--- src/rtl/hazard_ctrl.sv ---
// -----------------------------------------------------------------------------
// hazard_ctrl
//
// Hazard and sequencing controller for a 5-stage RISC pipeline
// (IF/ID/EX/MEM/WB).
//   * Produces the per-stage stall and flush enables.
//   * Selects the EX-stage forwarding sources.
//   * Holds the whole pipeline while a data memory access is pending.
//   * A watchdog latches a sticky error if a memory access never completes.
//   * Keeps saturating counters of stall cycles and taken-branch flushes.
//
// Ports
//   clk, rst              clock; asynchronous active-low reset
//   id_*                  source registers read by the instruction in ID
//   ex_*                  operands, destination and control of the EX instruction
//   mem_rd/mem_reg_write  destination register and RegWrite in MEM
//   wb_rd/wb_reg_write    destination register and RegWrite in WB
//   mem_req, mem_ready    data memory handshake
//   stall_if..stall_mem   hold the PC and the IF/ID, ID/EX and EX/MEM registers
//   flush_id, flush_ex    clear the IF/ID and ID/EX control bits
//   fwd_a, fwd_b          EX operand select (00 regfile, 10 MEM, 01 WB)
//   mem_err               sticky memory timeout error
//   stall_cnt, flush_cnt  saturating performance counters
//   state                 FSM state (RUN=0, WAIT=1, ERROR=2)
// -----------------------------------------------------------------------------
module hazard_ctrl #(
  parameter int MEM_TIMEOUT = 16,
  parameter int CNT_W       = 16
) (
  input  logic             clk,
  input  logic             rst,
  input  logic [4:0]       id_rs1,
  input  logic [4:0]       id_rs2,
  input  logic             id_use_rs1,
  input  logic             id_use_rs2,
  input  logic [4:0]       ex_rs1,
  input  logic [4:0]       ex_rs2,
  input  logic [4:0]       ex_rd,
  input  logic             ex_reg_write,
  input  logic [1:0]       ex_result_src,
  input  logic             ex_branch,
  input  logic             ex_zero,
  input  logic [4:0]       mem_rd,
  input  logic             mem_reg_write,
  input  logic [4:0]       wb_rd,
  input  logic             wb_reg_write,
  input  logic             mem_req,
  input  logic             mem_ready,
  output logic             stall_if,
  output logic             stall_id,
  output logic             stall_ex,
  output logic             stall_mem,
  output logic             flush_id,
  output logic             flush_ex,
  output logic [1:0]       fwd_a,
  output logic [1:0]       fwd_b,
  output logic             mem_err,
  output logic [CNT_W-1:0] stall_cnt,
  output logic [CNT_W-1:0] flush_cnt,
  output logic [1:0]       state
);

  typedef enum logic [1:0] {
    RUN   = 2'd0,
    WAIT  = 2'd1,
    ERROR = 2'd2
  } state_t;

  // Wide enough to hold MEM_TIMEOUT-1 for any legal MEM_TIMEOUT.
  localparam int TO_W = $clog2(MEM_TIMEOUT + 1);

  state_t           state_reg;
  logic [TO_W-1:0]  to_cnt_reg;
  logic             mem_err_reg;
  logic [CNT_W-1:0] stall_cnt_reg;
  logic [CNT_W-1:0] flush_cnt_reg;

  logic mw;
  logic taken;
  logic lu;

  assign mw    = mem_req & ~mem_ready;
  assign taken = ex_branch & ex_zero;
  assign lu    = ex_reg_write & (ex_result_src == 2'b01) & (ex_rd != 5'd0) &
                 ((id_use_rs1 & (id_rs1 == ex_rd)) | (id_use_rs2 & (id_rs2 == ex_rd)));

  // ---------------------------------------------------------------------------
  // Stall / flush generation (strict priority, same-cycle).
  // stall_front covers IF and ID, stall_back covers EX and MEM.
  // ---------------------------------------------------------------------------
  logic stall_front;
  logic stall_back;
  logic flush_id_c;
  logic flush_ex_c;
  logic flush_taken;

  always_comb begin
    stall_front = 1'b0;
    stall_back  = 1'b0;
    flush_id_c  = 1'b0;
    flush_ex_c  = 1'b0;
    flush_taken = 1'b0;
    if (!rst) begin
      // Controls stay quiet while reset is asserted.
    end else if (state_reg == ERROR || mw) begin
      // Branches and load-uses are re-presented by the held registers later.
      stall_front = 1'b1;
      stall_back  = 1'b1;
    end else if (taken) begin
      // A load-use behind a taken branch is on the wrong path: flush wins.
      flush_id_c  = 1'b1;
      flush_ex_c  = 1'b1;
      flush_taken = 1'b1;
    end else if (lu) begin
      // Hold IF/ID and push a bubble into EX for one cycle.
      stall_front = 1'b1;
      flush_ex_c  = 1'b1;
    end
  end

  assign stall_if  = stall_front;
  assign stall_id  = stall_front;
  assign stall_ex  = stall_back;
  assign stall_mem = stall_back;
  assign flush_id  = flush_id_c;
  assign flush_ex  = flush_ex_c;

  // ---------------------------------------------------------------------------
  // Forwarding: one identical selector per EX operand, MEM beats WB.
  // ---------------------------------------------------------------------------
  logic [4:0] ex_src  [2];
  logic [1:0] fwd_sel [2];

  assign ex_src[0] = ex_rs1;
  assign ex_src[1] = ex_rs2;

  for (genvar gi = 0; gi < 2; gi++) begin : g_fwd
    assign fwd_sel[gi] =
      (mem_reg_write && mem_rd != 5'd0 && mem_rd == ex_src[gi]) ? 2'b10 :
      (wb_reg_write  && wb_rd  != 5'd0 && wb_rd  == ex_src[gi]) ? 2'b01 :
                                                                   2'b00;
  end

  assign fwd_a = fwd_sel[0];
  assign fwd_b = fwd_sel[1];

  // ---------------------------------------------------------------------------
  // Memory wait FSM with watchdog. to_cnt_reg counts consecutive waiting
  // cycles; the entry cycle counts as 1, so ERROR is reached MEM_TIMEOUT-1
  // edges after entering WAIT.
  // ---------------------------------------------------------------------------
  always_ff @(posedge clk or negedge rst) begin
    if (!rst) begin
      state_reg   <= RUN;
      to_cnt_reg  <= '0;
      mem_err_reg <= 1'b0;
    end else begin
      case (state_reg)
        RUN: begin
          if (mw) begin
            state_reg  <= WAIT;
            to_cnt_reg <= TO_W'(1);
          end
        end
        WAIT: begin
          if (!mw) begin
            // Completed, or mem_req dropped (tolerated protocol violation).
            state_reg  <= RUN;
            to_cnt_reg <= '0;
          end else if (to_cnt_reg == TO_W'(MEM_TIMEOUT - 1)) begin
            state_reg   <= ERROR;
            mem_err_reg <= 1'b1;
          end else begin
            to_cnt_reg <= to_cnt_reg + TO_W'(1);
          end
        end
        ERROR: begin
          // Absorbing; only reset leaves this state.
          mem_err_reg <= 1'b1;
        end
        default: begin
          state_reg  <= RUN;
          to_cnt_reg <= '0;
        end
      endcase
    end
  end

  assign state   = state_reg;
  assign mem_err = mem_err_reg;

  // ---------------------------------------------------------------------------
  // Saturating performance counters.
  // ---------------------------------------------------------------------------
  always_ff @(posedge clk or negedge rst) begin
    if (!rst) begin
      stall_cnt_reg <= '0;
      flush_cnt_reg <= '0;
    end else begin
      if (stall_front && stall_cnt_reg != '1)
        stall_cnt_reg <= stall_cnt_reg + CNT_W'(1);
      if (flush_taken && flush_cnt_reg != '1)
        flush_cnt_reg <= flush_cnt_reg + CNT_W'(1);
    end
  end

  assign stall_cnt = stall_cnt_reg;
  assign flush_cnt = flush_cnt_reg;

endmodule
--- config.mk ---
export PLATFORM = sky130hd
export DESIGN_NAME = hazard_ctrl
export DESIGN_NICKNAME = d
export VERILOG_FILES = /design/src/rtl/hazard_ctrl.sv
export SDC_FILE = /design/constraint.sdc
export NUM_CORES = 1
export LEC_CHECK = 0
export CAP_MARGIN = 40
export CORE_MARGIN = 3
export CORE_UTILIZATION = 44
export CTS_CLUSTER_SIZE = 20
export DETAILED_ROUTE_END_ITERATION = 12
export PLACE_DENSITY = 0.9
export SLEW_MARGIN = 30
export SYNTH_ARGS = -nofsm -noshare
export SYNTH_HDL_FRONTEND = slang
export SYNTH_SLANG_ARGS = --single-unit
--- constraint.sdc ---
create_clock -name clk -period 2.3 [get_ports clk]
set_input_delay 0.23 -clock clk [delete_from_list [all_inputs] [get_ports clk]]
set_output_delay 0.23 -clock clk [all_outputs]
set_load 0.02 [all_outputs]
Yosys cells after proc, flatten, opt, wreduce, memory -nomap -nowiden --
Cells that the tools add are included.
Cells by class: $add $sub $neg 3, eq/ne operators 17, multiplexer cells 27, bitwise gates (word level) 10, reductions and logical operators 17
Operators by type and width (number):
- adder 16 x 1 -> 16 bit (second input constant) | 2
- != test 16 bit (second input constant) | 2
- equality test 5 bit | 6
- 2-to-1 mux 1 bit | 16
- 2-to-1 mux 5 bit | 3
- case mux 5 bit (3 select lines) | 1
- nonzero test 5 bit | 3
- 2-to-1 mux 2 bit | 5
- AND reduction 3 bit | 3
- logical AND 1 bit | 8
- AND 1 bit | 7
- != test 2 bit (second input constant) | 3
- != test 3 bit (second input constant) | 2
- case mux 2 bit (3 select lines) | 1
- adder 5 x 1 -> 5 bit (second input constant) | 1
- equality test 5 x 4 -> 1 bit (second input constant) | 1
- equality test 2 x 1 -> 1 bit (second input constant) | 2
- equality test 2 bit (second input constant) | 1
- zero test 2 bit | 1
- inverter 1 bit | 2
- case mux 1 bit (2 select lines) | 1
- nonzero test 2 bit | 1
- logical OR 1 bit | 1
- bitwise OR 1 bit | 1
Storage, ports and cells: register bits after elaboration 40, input port bits 48, output and inout bits 45, logic and storage cells 79

Longest topological paths before layout --
word-level depth 9, depth in mapped cells 8, gate-level depth less buffers 7

Least setup slack after synthesis --
No wires, ideal clock.
path type reg2out, start point reg state_reg[0] (netlist: state[0]), end point out stall_if, arrival time 1.850 ns, required time 2.070 ns, setup slack 0.220 ns, stages on the path, launching flop included 7, path buffers 2, path through dfrtp_1 nand2b_1 a21boi_1 a41oi_4 buf_6 inv_1 buf_4
On the way: longest elaborated chain between the ends 4
Ends and longest elaborated chain:
- start, declared | RTL line 72 | state_t state_reg;
- start signal, assigned | RTL line 154 | state_reg <= RUN;
- start signal, assigned | RTL line 161 | state_reg <= WAIT;
- start signal, assigned | RTL line 168 | state_reg <= RUN;
- equality test 2 bit | RTL line 105 | end else if (state_reg == ERROR || mw) begin
- logical OR 1 bit | RTL line 105
- 2-to-1 mux 1 bit | RTL line 105
- 2-to-1 mux 1 bit | RTL line 103 | if (!rst) begin
- end, declared | RTL line 49 | output logic stall_if,
No other way between the ends.

Final worst setup path --
start point in wb_rd[4], end point out fwd_b[0]
On the way: longest elaborated chain between the ends 5, elaborated cells between the ends (all ways) 6, classes of those cells eq/ne (1); mux (2); reduce/logical (3)
Ends and longest elaborated chain:
- start, declared | RTL line 45 | input logic [4:0] wb_rd,
- nonzero test 5 bit | RTL line 140 | (wb_reg_write && wb_rd != 5'd0 && wb_rd == ex_src[gi]) ? 2'b01 :
- logical AND 1 bit | RTL line 140
- logical AND 1 bit (*) | RTL line 140
- 2-to-1 mux 1 bit (*) | RTL line 140
- 2-to-1 mux 2 bit (*) | RTL line 139 | (mem_reg_write && mem_rd != 5'd0 && mem_rd == ex_src[gi]) ? 2'b10 :
- end, declared | RTL line 56 | output logic [1:0] fwd_b,
Mark *: on every way between the ends. The rest lies on a longest branch, timed or not.

==> reports/metrics.cfg <==
[status]
outcome=complete, no violations

[timing]
worst_pin_slew_ps=407
finalSetupViolations=0
slew_headroom=0.728
finClkSkew_ps=10.1
final-max-slew-violation-count=0
timing.final.crit_share=0.971
min_period_ps=2230
rsz0062_at_grt=false
timing.fmax_mhz=448
finalHoldViolCount=0

[yosys]
synth_top_area_cell=dfrtp_1
synth_edf_count=0
synth_flop_cell=dfrtp_1
synth_area_um2=2450
async_flop_share=1.00
yosysMostFrequentCell=dfrtp_1
ys_ff_latch=40
synth_seq_area_share=0.409
syn_area_per_cell_um2=10.3
synth_common_cells=40 x dfrtp_1, 35 x xor2_1, 26 x xnor2_1
syn_inst=238
synth_cell_type_count=42
synth_top_cell_area_share=0.409
syn_nets=290
synth_area_leaders=dfrtp_1 41%, xor2_1 13%, xnor2_1 9.3%, nand3_1 3.5%, nand4_1 3.3%
yosys_warnings=0

[job]
drv_cap=0

[setup_path]
critPathArrivalTime_ps=2000
slowest_stage=or4_1
critPathCaptureType=output pin
required_ps=2070
worst_setup_path_start_kind=primary input
critPathBufInv=3
path_max_fanout=3
r2r_slack_ps=310
critPathTopFamily=simple AND/OR/NAND/NOR gates
r2r_start=stall_cnt[0]
critPathKind=primary input to output pin
rr_endpoint=stall_cnt[1]
rr_worst_depth=7
cpPeakStageDelay_ps=530
cp_cell_sequence=clkdlybuf4s50_1, buf_4, xor2_1, or4_1, nor4_2, buf_2

[placement]
place_congestion=0.814
place_area_um2=3600
portBuffers=92
hpwl_um=5090

[floorplan]
ios=93
core_area_um2=5240
rows=26
die_area_um2=6490
die_y_um=80.6
initial_utilization=0.467
die_x_um=80.6

[clock_tree]
cts_made_buffers=5
root_buffer=clkbuf_8
cts_tree=done
htreeDepth=2
clkTransAtPathRegs_ps=80
insertion_delay_ps=290
cts_sinks=40
post_cts_buffers=0
cts.path.max_buffers=2

[global_routing]
grt_pass1_vias=2308
grt-ovfl-total=0
grt_usage=0.211
grt_max_degree=33
grt_pass1_wl_um=10600
antenna_found_initial=0

[route]
drc_errors=0
drt-vias-per-instance=5.28
dr_total_vias=2266
routed_wl_um=6750
dr.pass1.iters=4
wire_per_inst_um=15.7
first_iter_violations=93
ant_nets=0

[min_path]
min_path_type=primary input to asynchronous set/reset pin

[finish]
multiInputGateArea_um2=1400
finalInstanceArea_um2=3740
fillerInstances=393
fin_util=0.714
nets=410
antenna_cells=0
register_area_um2=1000
syn2layout_area_growth_pct=52.8
layout-drive-gt1-share=0.175

[pwr]
p_per_area_nw_per_um2=655
p_leak_nw=1.59
ir_drop_uv=766

[cell type report]
class | count | area share
Tap cell | 70 | 0.0234
Multi-Input combinational cell | 186 | 0.374
Clock buffer | 7 | 0.0258
Sequential cell | 40 | 0.268
Inverter | 6 | 0.00602
Clock inverter | 1 | 0.00803
Timing Repair Buffer | 119 | 0.295
[where the power goes]
part | switching [mW] | internal (mW) | leakage [nW] | total, mW
combinational | 0.391 | 0.433 | 1.02 | 0.824
sequential | 0.172 | 0.823 | 0.512 | 0.995
clock | 0.248 | 0.383 | 0.0645 | 0.631
[timing repair]
action                                  4_1_cts  5_1_grt
pin swaps                                     0        1
hold endpoints to repair                      8        0
hold buffers                                  1        0
resized for setup                            14        4
endpoints found under the setup margin        7        2
[layer usage]
layer  wire [um]  vias to the layer above  GRT usage
li1            -                     1078          -
met1        2760                     1062      0.250
met2        3220                      114      0.368
met3         656                       12     0.0538
met4         119                        0     0.0777
met5           0                        -          0
[stage by stage]
step           hold WS (ps)  setup slack [ps]  TNS, ps  total power [mW]  cells
2_1_floorplan         -65.6               220        0              1.36    238
3_3_place_gp            122              -343    -1110              1.79    420
3_5_place_dp            130              -403    -1680              1.81    420
4_1_cts                67.6             0.722        0              2.46    429
5_1_grt                97.0              37.2        0              2.58    429
6_report               70.0              67.5        0              2.45    429
[worst max-delay path by stage]
| stage | startpoint | slack (ps) | cells past startpoint | to |
|---|---|---|---|---|
| 3_5_place_dp | mem_rd[2] | -400 | 6 | fwd_a[0] |
| 3_3_place_gp | mem_rd[1] | -340 | 6 | fwd_a[0] |
| 2_1_floorplan | state[0] | 220 | 6 | stall_if |
| 4_1_cts | mem_rd[2] | 0.7 | 6 | fwd_a[0] |
| 5_1_grt | wb_rd[4] | 40 | 6 | fwd_b[0] |
| 6_report | wb_rd[4] | 70 | 6 | fwd_b[0] |
[cells in the final DEF (no fill, tap or decap), drive strengths merged, types with 8 or more instances in the layout]
master         count
dfrtp             40
clkdlybuf4s50     84
nor3              11
nand4             13
nand3             17
xor2              35
xnor2             26
nor2               9
clkbuf             8
buf               28
nand2             18
[logic make-up after synthesis]
kind of cell,count (synthesis),share of synthesized area
XOR/XNOR,61,0.218
multiplexers,5,0.0225
AND/OR/NAND/NOR,100,0.249
AO/OA/AOI/OAI,16,0.0542
flip-flops,40,0.409
adder cells (fa/ha/maj),4,0.0205
buffers and inverters,12,0.0266
No activity file was read; power rests on OpenSTA's default activity.
